===== config.mk =====
export PLATFORM = sky130hd
export DESIGN_NAME = mp_add_sequencer_flat
export DESIGN_NICKNAME = d
export VERILOG_FILES = /design/src/rtl/mp_add_sequencer_pkg.sv /design/src/rtl/mp_add_sequencer_if.sv /design/src/rtl/mp_add_sequencer.sv /design/src/flat_wrapper.sv
export SDC_FILE = /design/constraint.sdc
export NUM_CORES = 1
export LEC_CHECK = 0
export BUFFER_PORTS_ARGS = -buffer_cell sky130_fd_sc_hd__buf_2
export CAP_MARGIN = 25
export CORE_MARGIN = 2
export CORE_UTILIZATION = 40
export CTS_BUF_LIST = sky130_fd_sc_hd__clkbuf_4
export CTS_CLUSTER_DIAMETER = 60
export DETAILED_ROUTE_END_ITERATION = 6
export GPL_ROUTABILITY_DRIVEN = 0
export HOLD_SLACK_MARGIN = 0.1
export SYNTH_ARGS = -nofsm -noshare
export SYNTH_HDL_FRONTEND = slang
export SYNTH_SLANG_ARGS = --single-unit

===== constraint.sdc =====
create_clock -name iClock -period 20.9 [get_ports iClock]
set_input_delay 4.18 -clock iClock [delete_from_list [all_inputs] [get_ports iClock]]
set_output_delay 4.18 -clock iClock [all_outputs]
set_load 0.05 [all_outputs]

===== src/rtl/mp_add_sequencer_pkg.sv =====
// Shared definitions for the 16-bit arithmetic unit and its multi-precision add sequencer.
package mp_add_sequencer_pkg;

  localparam int WORD_W = 16;

  localparam logic [1:0] OP_ADD = 2'b01;
  localparam logic [1:0] OP_ADC = 2'b10;
  localparam logic [1:0] OP_SUB = 2'b11;

  typedef enum logic [1:0] {
    ST_IDLE = 2'd0,
    ST_RUN  = 2'd1,
    ST_FLAG = 2'd2,
    ST_DONE = 2'd3
  } seqState_t;

endpackage


===== src/rtl/mp_add_sequencer_if.sv =====
// Request/result handshake plus the word-wide link to the arithmetic unit.
interface mp_add_sequencer_if #(parameter int WORDS = 4);
  import mp_add_sequencer_pkg::*;

  logic                      iStart;
  logic                      oReady;
  logic [WORD_W*WORDS-1:0]   iOperandA;
  logic [WORD_W*WORDS-1:0]   iOperandB;
  logic                      oValid;
  logic                      iReady;
  logic [WORD_W*WORDS-1:0]   oResult;
  logic                      oCarry;
  logic                      oZero;
  logic [WORD_W-1:0]         oAluPortA;
  logic [WORD_W-1:0]         oAluPortB;
  logic [1:0]                oAluOpcode;
  logic [WORD_W-1:0]         iAluAccumulator;
  logic                      iAluCarry;

  // Sequencer side.
  modport slave (
    input  iStart, iOperandA, iOperandB, iReady, iAluAccumulator, iAluCarry,
    output oReady, oValid, oResult, oCarry, oZero, oAluPortA, oAluPortB, oAluOpcode
  );

  // Requester / consumer / arithmetic-unit side.
  modport master (
    output iStart, iOperandA, iOperandB, iReady, iAluAccumulator, iAluCarry,
    input  oReady, oValid, oResult, oCarry, oZero, oAluPortA, oAluPortB, oAluOpcode
  );

endinterface


===== src/rtl/mp_add_sequencer.sv =====
// Multi-precision adder: walks the operands through the 16-bit arithmetic unit
// one word per cycle (ADD then ADC), assembling the wide sum, carry and zero flag.
//
// state | meaning
// ------+-------------------------------------------------------------
// IDLE  | ready for a request; unit held on SUB 0-0 so its carry stays 0
// RUN   | word k on the unit's ports; accumulator captured into word k
// FLAG  | unit's carry flag now holds the top carry; latch carry/zero
// DONE  | result valid and frozen until the consumer takes it
module mp_add_sequencer
  import mp_add_sequencer_pkg::*;
#(
  parameter int WORDS = 4
) (
  input  logic                iClock,
  input  logic                iReset,
  mp_add_sequencer_if.slave   bus
);

  localparam int W  = WORD_W * WORDS;
  localparam int KW = (WORDS > 1) ? $clog2(WORDS) : 1;

  seqState_t       state;
  seqState_t       stateNext;
  logic [KW-1:0]   k;
  logic            lastWord;
  logic [W-1:0]    opA;
  logic [W-1:0]    opB;
  logic [W-1:0]    result;
  logic            carry;
  logic            zero;

  assign lastWord    = (k == KW'(WORDS - 1));
  assign bus.oResult = result;
  assign bus.oCarry  = carry;
  assign bus.oZero   = zero;

  // State register.
  always_ff @(posedge iClock or posedge iReset) begin
    if (iReset) state <= ST_IDLE;
    else        state <= stateNext;
  end

  // Next-state decode.
  always_comb begin
    stateNext = state;
    unique case (state)
      ST_IDLE: if (bus.iStart) stateNext = ST_RUN;
      ST_RUN:  if (lastWord)   stateNext = ST_FLAG;
      ST_FLAG:                 stateNext = ST_DONE;
      ST_DONE: if (bus.iReady) stateNext = ST_IDLE;
      default:                 stateNext = ST_IDLE;
    endcase
  end

  // Outputs decoded from registered state and the word counter only.
  always_comb begin
    bus.oReady     = (state == ST_IDLE);
    bus.oValid     = (state == ST_DONE);
    bus.oAluOpcode = OP_SUB;
    bus.oAluPortA  = '0;
    bus.oAluPortB  = '0;
    if (state == ST_RUN) begin
      bus.oAluOpcode = (k == '0) ? OP_ADD : OP_ADC;
      for (int i = 0; i < WORDS; i++) begin
        if (k == KW'(i)) begin
          bus.oAluPortA = opA[WORD_W*i +: WORD_W];
          bus.oAluPortB = opB[WORD_W*i +: WORD_W];
        end
      end
    end
  end

  // Operand capture, word counter, result assembly and flag latching.
  always_ff @(posedge iClock or posedge iReset) begin
    if (iReset) begin
      opA    <= '0;
      opB    <= '0;
      result <= '0;
      carry  <= 1'b0;
      zero   <= 1'b0;
      k      <= '0;
    end else begin
      unique case (state)
        ST_IDLE: begin
          if (bus.iStart) begin
            opA <= bus.iOperandA;
            opB <= bus.iOperandB;
            k   <= '0;
          end
        end
        ST_RUN: begin
          for (int i = 0; i < WORDS; i++) begin
            if (k == KW'(i)) result[WORD_W*i +: WORD_W] <= bus.iAluAccumulator;
          end
          k <= k + KW'(1);
        end
        ST_FLAG: begin
          carry <= bus.iAluCarry;
          zero  <= (result == '0);
        end
        default: ;
      endcase
    end
  end

endmodule


===== src/flat_wrapper.sv =====
// flat-port wrapper written by rule: the top's interface ports become plain ports
module mp_add_sequencer_flat import mp_add_sequencer_pkg::*;
#(
  parameter int WORDS = 4
)
  (iClock, iReset, bus_iStart, bus_iOperandA, bus_iOperandB, bus_iReady, bus_iAluAccumulator, bus_iAluCarry, bus_oReady, bus_oValid, bus_oResult, bus_oCarry, bus_oZero, bus_oAluPortA, bus_oAluPortB, bus_oAluOpcode);
  mp_add_sequencer_if #(.WORDS(WORDS)) bus_i ();
  input  logic iClock;
  input  logic iReset;
  input wire logic [$bits(bus_i.iStart)-1:0] bus_iStart;
  input wire logic [$bits(bus_i.iOperandA)-1:0] bus_iOperandA;
  input wire logic [$bits(bus_i.iOperandB)-1:0] bus_iOperandB;
  input wire logic [$bits(bus_i.iReady)-1:0] bus_iReady;
  input wire logic [$bits(bus_i.iAluAccumulator)-1:0] bus_iAluAccumulator;
  input wire logic [$bits(bus_i.iAluCarry)-1:0] bus_iAluCarry;
  output wire logic [$bits(bus_i.oReady)-1:0] bus_oReady;
  output wire logic [$bits(bus_i.oValid)-1:0] bus_oValid;
  output wire logic [$bits(bus_i.oResult)-1:0] bus_oResult;
  output wire logic [$bits(bus_i.oCarry)-1:0] bus_oCarry;
  output wire logic [$bits(bus_i.oZero)-1:0] bus_oZero;
  output wire logic [$bits(bus_i.oAluPortA)-1:0] bus_oAluPortA;
  output wire logic [$bits(bus_i.oAluPortB)-1:0] bus_oAluPortB;
  output wire logic [$bits(bus_i.oAluOpcode)-1:0] bus_oAluOpcode;
  assign bus_i.iStart = bus_iStart;
  assign bus_i.iOperandA = bus_iOperandA;
  assign bus_i.iOperandB = bus_iOperandB;
  assign bus_i.iReady = bus_iReady;
  assign bus_i.iAluAccumulator = bus_iAluAccumulator;
  assign bus_i.iAluCarry = bus_iAluCarry;
  assign bus_oReady = bus_i.oReady;
  assign bus_oValid = bus_i.oValid;
  assign bus_oResult = bus_i.oResult;
  assign bus_oCarry = bus_i.oCarry;
  assign bus_oZero = bus_i.oZero;
  assign bus_oAluPortA = bus_i.oAluPortA;
  assign bus_oAluPortB = bus_i.oAluPortB;
  assign bus_oAluOpcode = bus_i.oAluOpcode;
  mp_add_sequencer #(.WORDS(WORDS)) u_core (.iClock(iClock), .iReset(iReset), .bus(bus_i));
endmodule

==> results.sh <==
export IMPL_hp_start="u_core.opB[6]"
export IMPL_final_core_util_pct=49.0
export IMPL_period_needed_ns=7.59
export IMPL_port_buffers=250
export IMPL_ys_ff_latch=198
export IMPL_grt_use_total_pct=19.4
export IMPL_grt_pass1_vias=6476
export IMPL_reg2reg_to="u_core.opA[16]"
export IMPL_synth_warnings=0
export IMPL_crit_fanout=19
export IMPL_hold_path_endpoint="u_core.opB[6]"
export IMPL_multi_input_area_sq_um=3560
export IMPL_synth_area_leaders="dfrtp_1, mux2_2, a211o_1, mux2_1, a21oi_1"
export IMPL_rrSetupSlack_ns=18.01
export IMPL_wl_um=22500
export IMPL_grt_remaining_overflow=0
export IMPL_ctsLongestPathBuffers=2
export IMPL_cp_end_kind="primary output"
export IMPL_worstSetupStartpointType="register"
export IMPL_crit_arrival_ns=3.41
export IMPL_powerDensity_nw_per_um2=180
export IMPL_area_growth_syn_to_layout_pct=20.6
export IMPL_status="completed"
export IMPL_worst_pin_slew_ns=0.869
export IMPL_synth_distinct_cells=32
export IMPL_clock_skew_ns=0.0295
export IMPL_io_pins=251
export IMPL_cp_slowest_cell="nor2b_2"
export IMPL_cp_num_cells=8
export IMPL_crit_type="reg2out"
export IMPL_final_nets=1057
export IMPL_rows=54
export IMPL_grt_max_degree=122
export IMPL_die_area_sq_um=23400
export IMPL_critPathTopFamily="buffers and inverters"
export IMPL_cts_tree="yes"
export IMPL_n_fill_cell=2033
export IMPL_period_share_pct=36.3
export IMPL_path_clk_slew_ns=0.15
export IMPL_setup_viol=0
export IMPL_clock_sinks=198
export IMPL_grt_pass1_wl_um=35900
export IMPL_synth_top_area_share_pct=55.8
export IMPL_fin_tns_setup_ns=0
export IMPL_yosysTopAreaCell="dfrtp_1"
export IMPL_netlist_area_sq_um=8870
export IMPL_postCtsSetupBuffers=0
export IMPL_ir_drop_mv=0.124
export IMPL_drv_slew=0
export IMPL_cts_max_level=4
export IMPL_antenna_found_initial=3
export IMPL_core_area_sq_um=21800
export IMPL_dp_hpwl_um=15300
export IMPL_fp_dieW_um=153
export IMPL_max_stage_delay_ns=0.60
export IMPL_crit_chain="inv_1 > ha_1 > nor2b_2 > buf_8 > a221oi_1 > a211o_1 > a21oi_1 > buf_2"
export IMPL_seq_area_frac_synth_pct=55.8
export IMPL_max_freq_mhz=132
export IMPL_syn_area_per_cell_sq_um=13.3
export IMPL_worst_skew_pair_late_latency_ns=0.58
export IMPL_synthCells=668
export IMPL_hold_buffers=0
export IMPL_cts_repair_resized=0
export IMPL_p_leak_nw=5.09
export IMPL_syn_nets=825
export IMPL_hold_class="reg2reg"
export IMPL_crit_buf_inv=3
export IMPL_dr_total_vias=6163
export IMPL_cts_root_buffer="clkbuf_4"
export IMPL_reg2reg_depth=5
export IMPL_cp_required_ns=16.72
export IMPL_final_layout_size_suffix_gt1_share_pct=52.9
export IMPL_first_iter_violations=236
export IMPL_ant_nets=0
export IMPL_seq_area_sq_um=4950
export IMPL_wire_per_inst_um=18.8
export IMPL_via_per_inst=5.16
export IMPL_dr_pass1_iters=4
export IMPL_route_detailed_drc=0
export IMPL_cts_made_buffers=17
export IMPL_die_h_um=153
export IMPL_slew_headroom_pct=42.0
export IMPL_whs_path_depth=1
export IMPL_rsz0062_at_grt="false"
export IMPL_max_cap_viol_count=0
export IMPL_r2r_start="u_core.state[0]"
export IMPL_start_util_pct=40.7
export IMPL_hold_viol=0
[worst reg2reg max path, stage by stage, from the launching register on]
cell,delay (ns)
dfrtp_1,0.44
inv_1,0.08
ha_1,0.29
nand2_4,0.66
buf_4,0.85
mux2_2,0.46
[Yosys cell counts, drive strengths merged]
library cell	count
a211o	32
a211oi	16
a21oi	32
a221oi	16
a32o	1
and3b	16
buf	34
clkbuf	10
dfrtp	198
ha	8
inv	40
mux2	194
nand2	40
nand2b	2
nand3	2
nand4	3
nor2	1
nor2b	2
nor3	1
nor4	14
nor4b	1
o21ai	1
o22ai	2
o32a	1
or4	1
[cell usage in the layout (no fill, tap or decap), types with 2 or more instances in the layout]
| cell | Yosys | routed |
|---|---|---|
| o22ai_1 | 2 | 2 |
| a211oi_1 | 16 | 16 |
| buf_2 | 29 | 250 |
| diode_2 | 0 | 2 |
| bufinv_16 | 0 | 3 |
| nand4_1 | 3 | 3 |
| mux2_2 | 175 | 175 |
| ha_2 | 0 | 3 |
| nand2_2 | 2 | 2 |
| clkinv_8 | 0 | 2 |
| a221oi_1 | 6 | 6 |
| nand3_1 | 2 | 2 |
| inv_8 | 0 | 5 |
| inv_1 | 39 | 38 |
| clkbuf_4 | 0 | 17 |
| nand2b_1 | 2 | 2 |
| nor4_1 | 14 | 14 |
| a221oi_2 | 10 | 10 |
| inv_6 | 0 | 3 |
| a21oi_1 | 32 | 32 |
| dfrtp_1 | 198 | 198 |
| a211o_1 | 32 | 32 |
| and3b_1 | 16 | 16 |
| nand2_1 | 38 | 37 |
| mux2_1 | 19 | 19 |
| ha_1 | 8 | 5 |
| buf_4 | 1 | 5 |
| clkinv_2 | 0 | 2 |
[metal layers]
layer  vias to the layer above  GRT usage, %  share of wire [%]
li1                       2880             -                  -
met1                      3081          25.6                 45
met2                       173          31.6                 47
met3                        27          5.30                5.5
met4                         2          5.60                1.8
met5                         -             0              0.058
[worst max path at each step]
stage                      from                end  slack, ns
global route        u_core.k[0]   bus_oAluPortA[3]      12.99
finish              u_core.k[0]   bus_oAluPortA[4]      13.31
global placement    u_core.k[0]   bus_oAluPortA[3]      13.70
floorplan                iReset  u_core.bus.oCarry      11.32
CTS                 u_core.k[0]   bus_oAluPortA[4]      13.25
detailed placement  u_core.k[0]   bus_oAluPortA[4]      13.92
[area by class of cell]
cell class              count  share of cell area [%]
clock buffers              17                    1.19
multi-input cells         386                    33.3
diodes                      2                  0.0468
well taps                 280                    3.27
flip-flops and latches    198                    46.3
inverters                  40                    1.47
clock inverters            15                    1.99
repair buffers            257                    12.4
[logic make-up after synthesis]
logic type	count (synthesis)	synth area share [%]
AOI/OAI and AO/OA	101	9.02
adders and majority gates	8	1.13
and+or+nand+nor	83	5.20
buffers and inverters	84	4.19
muxes	194	24.6
DFF	198	55.8
[power by group]
group / leakage (nW) / internal [mW] / switching, mW
clock: 0.184 / 0.0893 / 0.147
sequential: 2.34 / 0.577 / 0.120
combinational: 2.57 / 0.366 / 0.626
[per-stage QoR]
stage | power, mW | hold WS (ns) | instance area [sq um] | setup slack (ns) | cells
3_3_place_gp | 1.69 | 0.481 | 10300 | 13.70 | 1159
5_1_grt | 2.05 | 0.539 | 10700 | 12.99 | 1195
3_5_place_dp | 1.71 | 0.486 | 10300 | 13.92 | 1160
4_1_cts | 1.94 | 0.520 | 10700 | 13.25 | 1192
2_1_floorplan | 1.47 | 0.472 | 8870 | 11.32 | 668
6_report | 1.93 | 0.519 | 10700 | 13.31 | 1195
[registers in the layout, summed over array words and instances (netlist names)]
signal / flops
u_core.bus.oCarry: 1
u_core.bus.oZero: 1
u_core.k: 2
u_core.state: 2
u_core.opA: 64
u_core.opB: 64
u_core.bus.oResult: 64
Note: power is estimated with default switching activity, not from simulation.
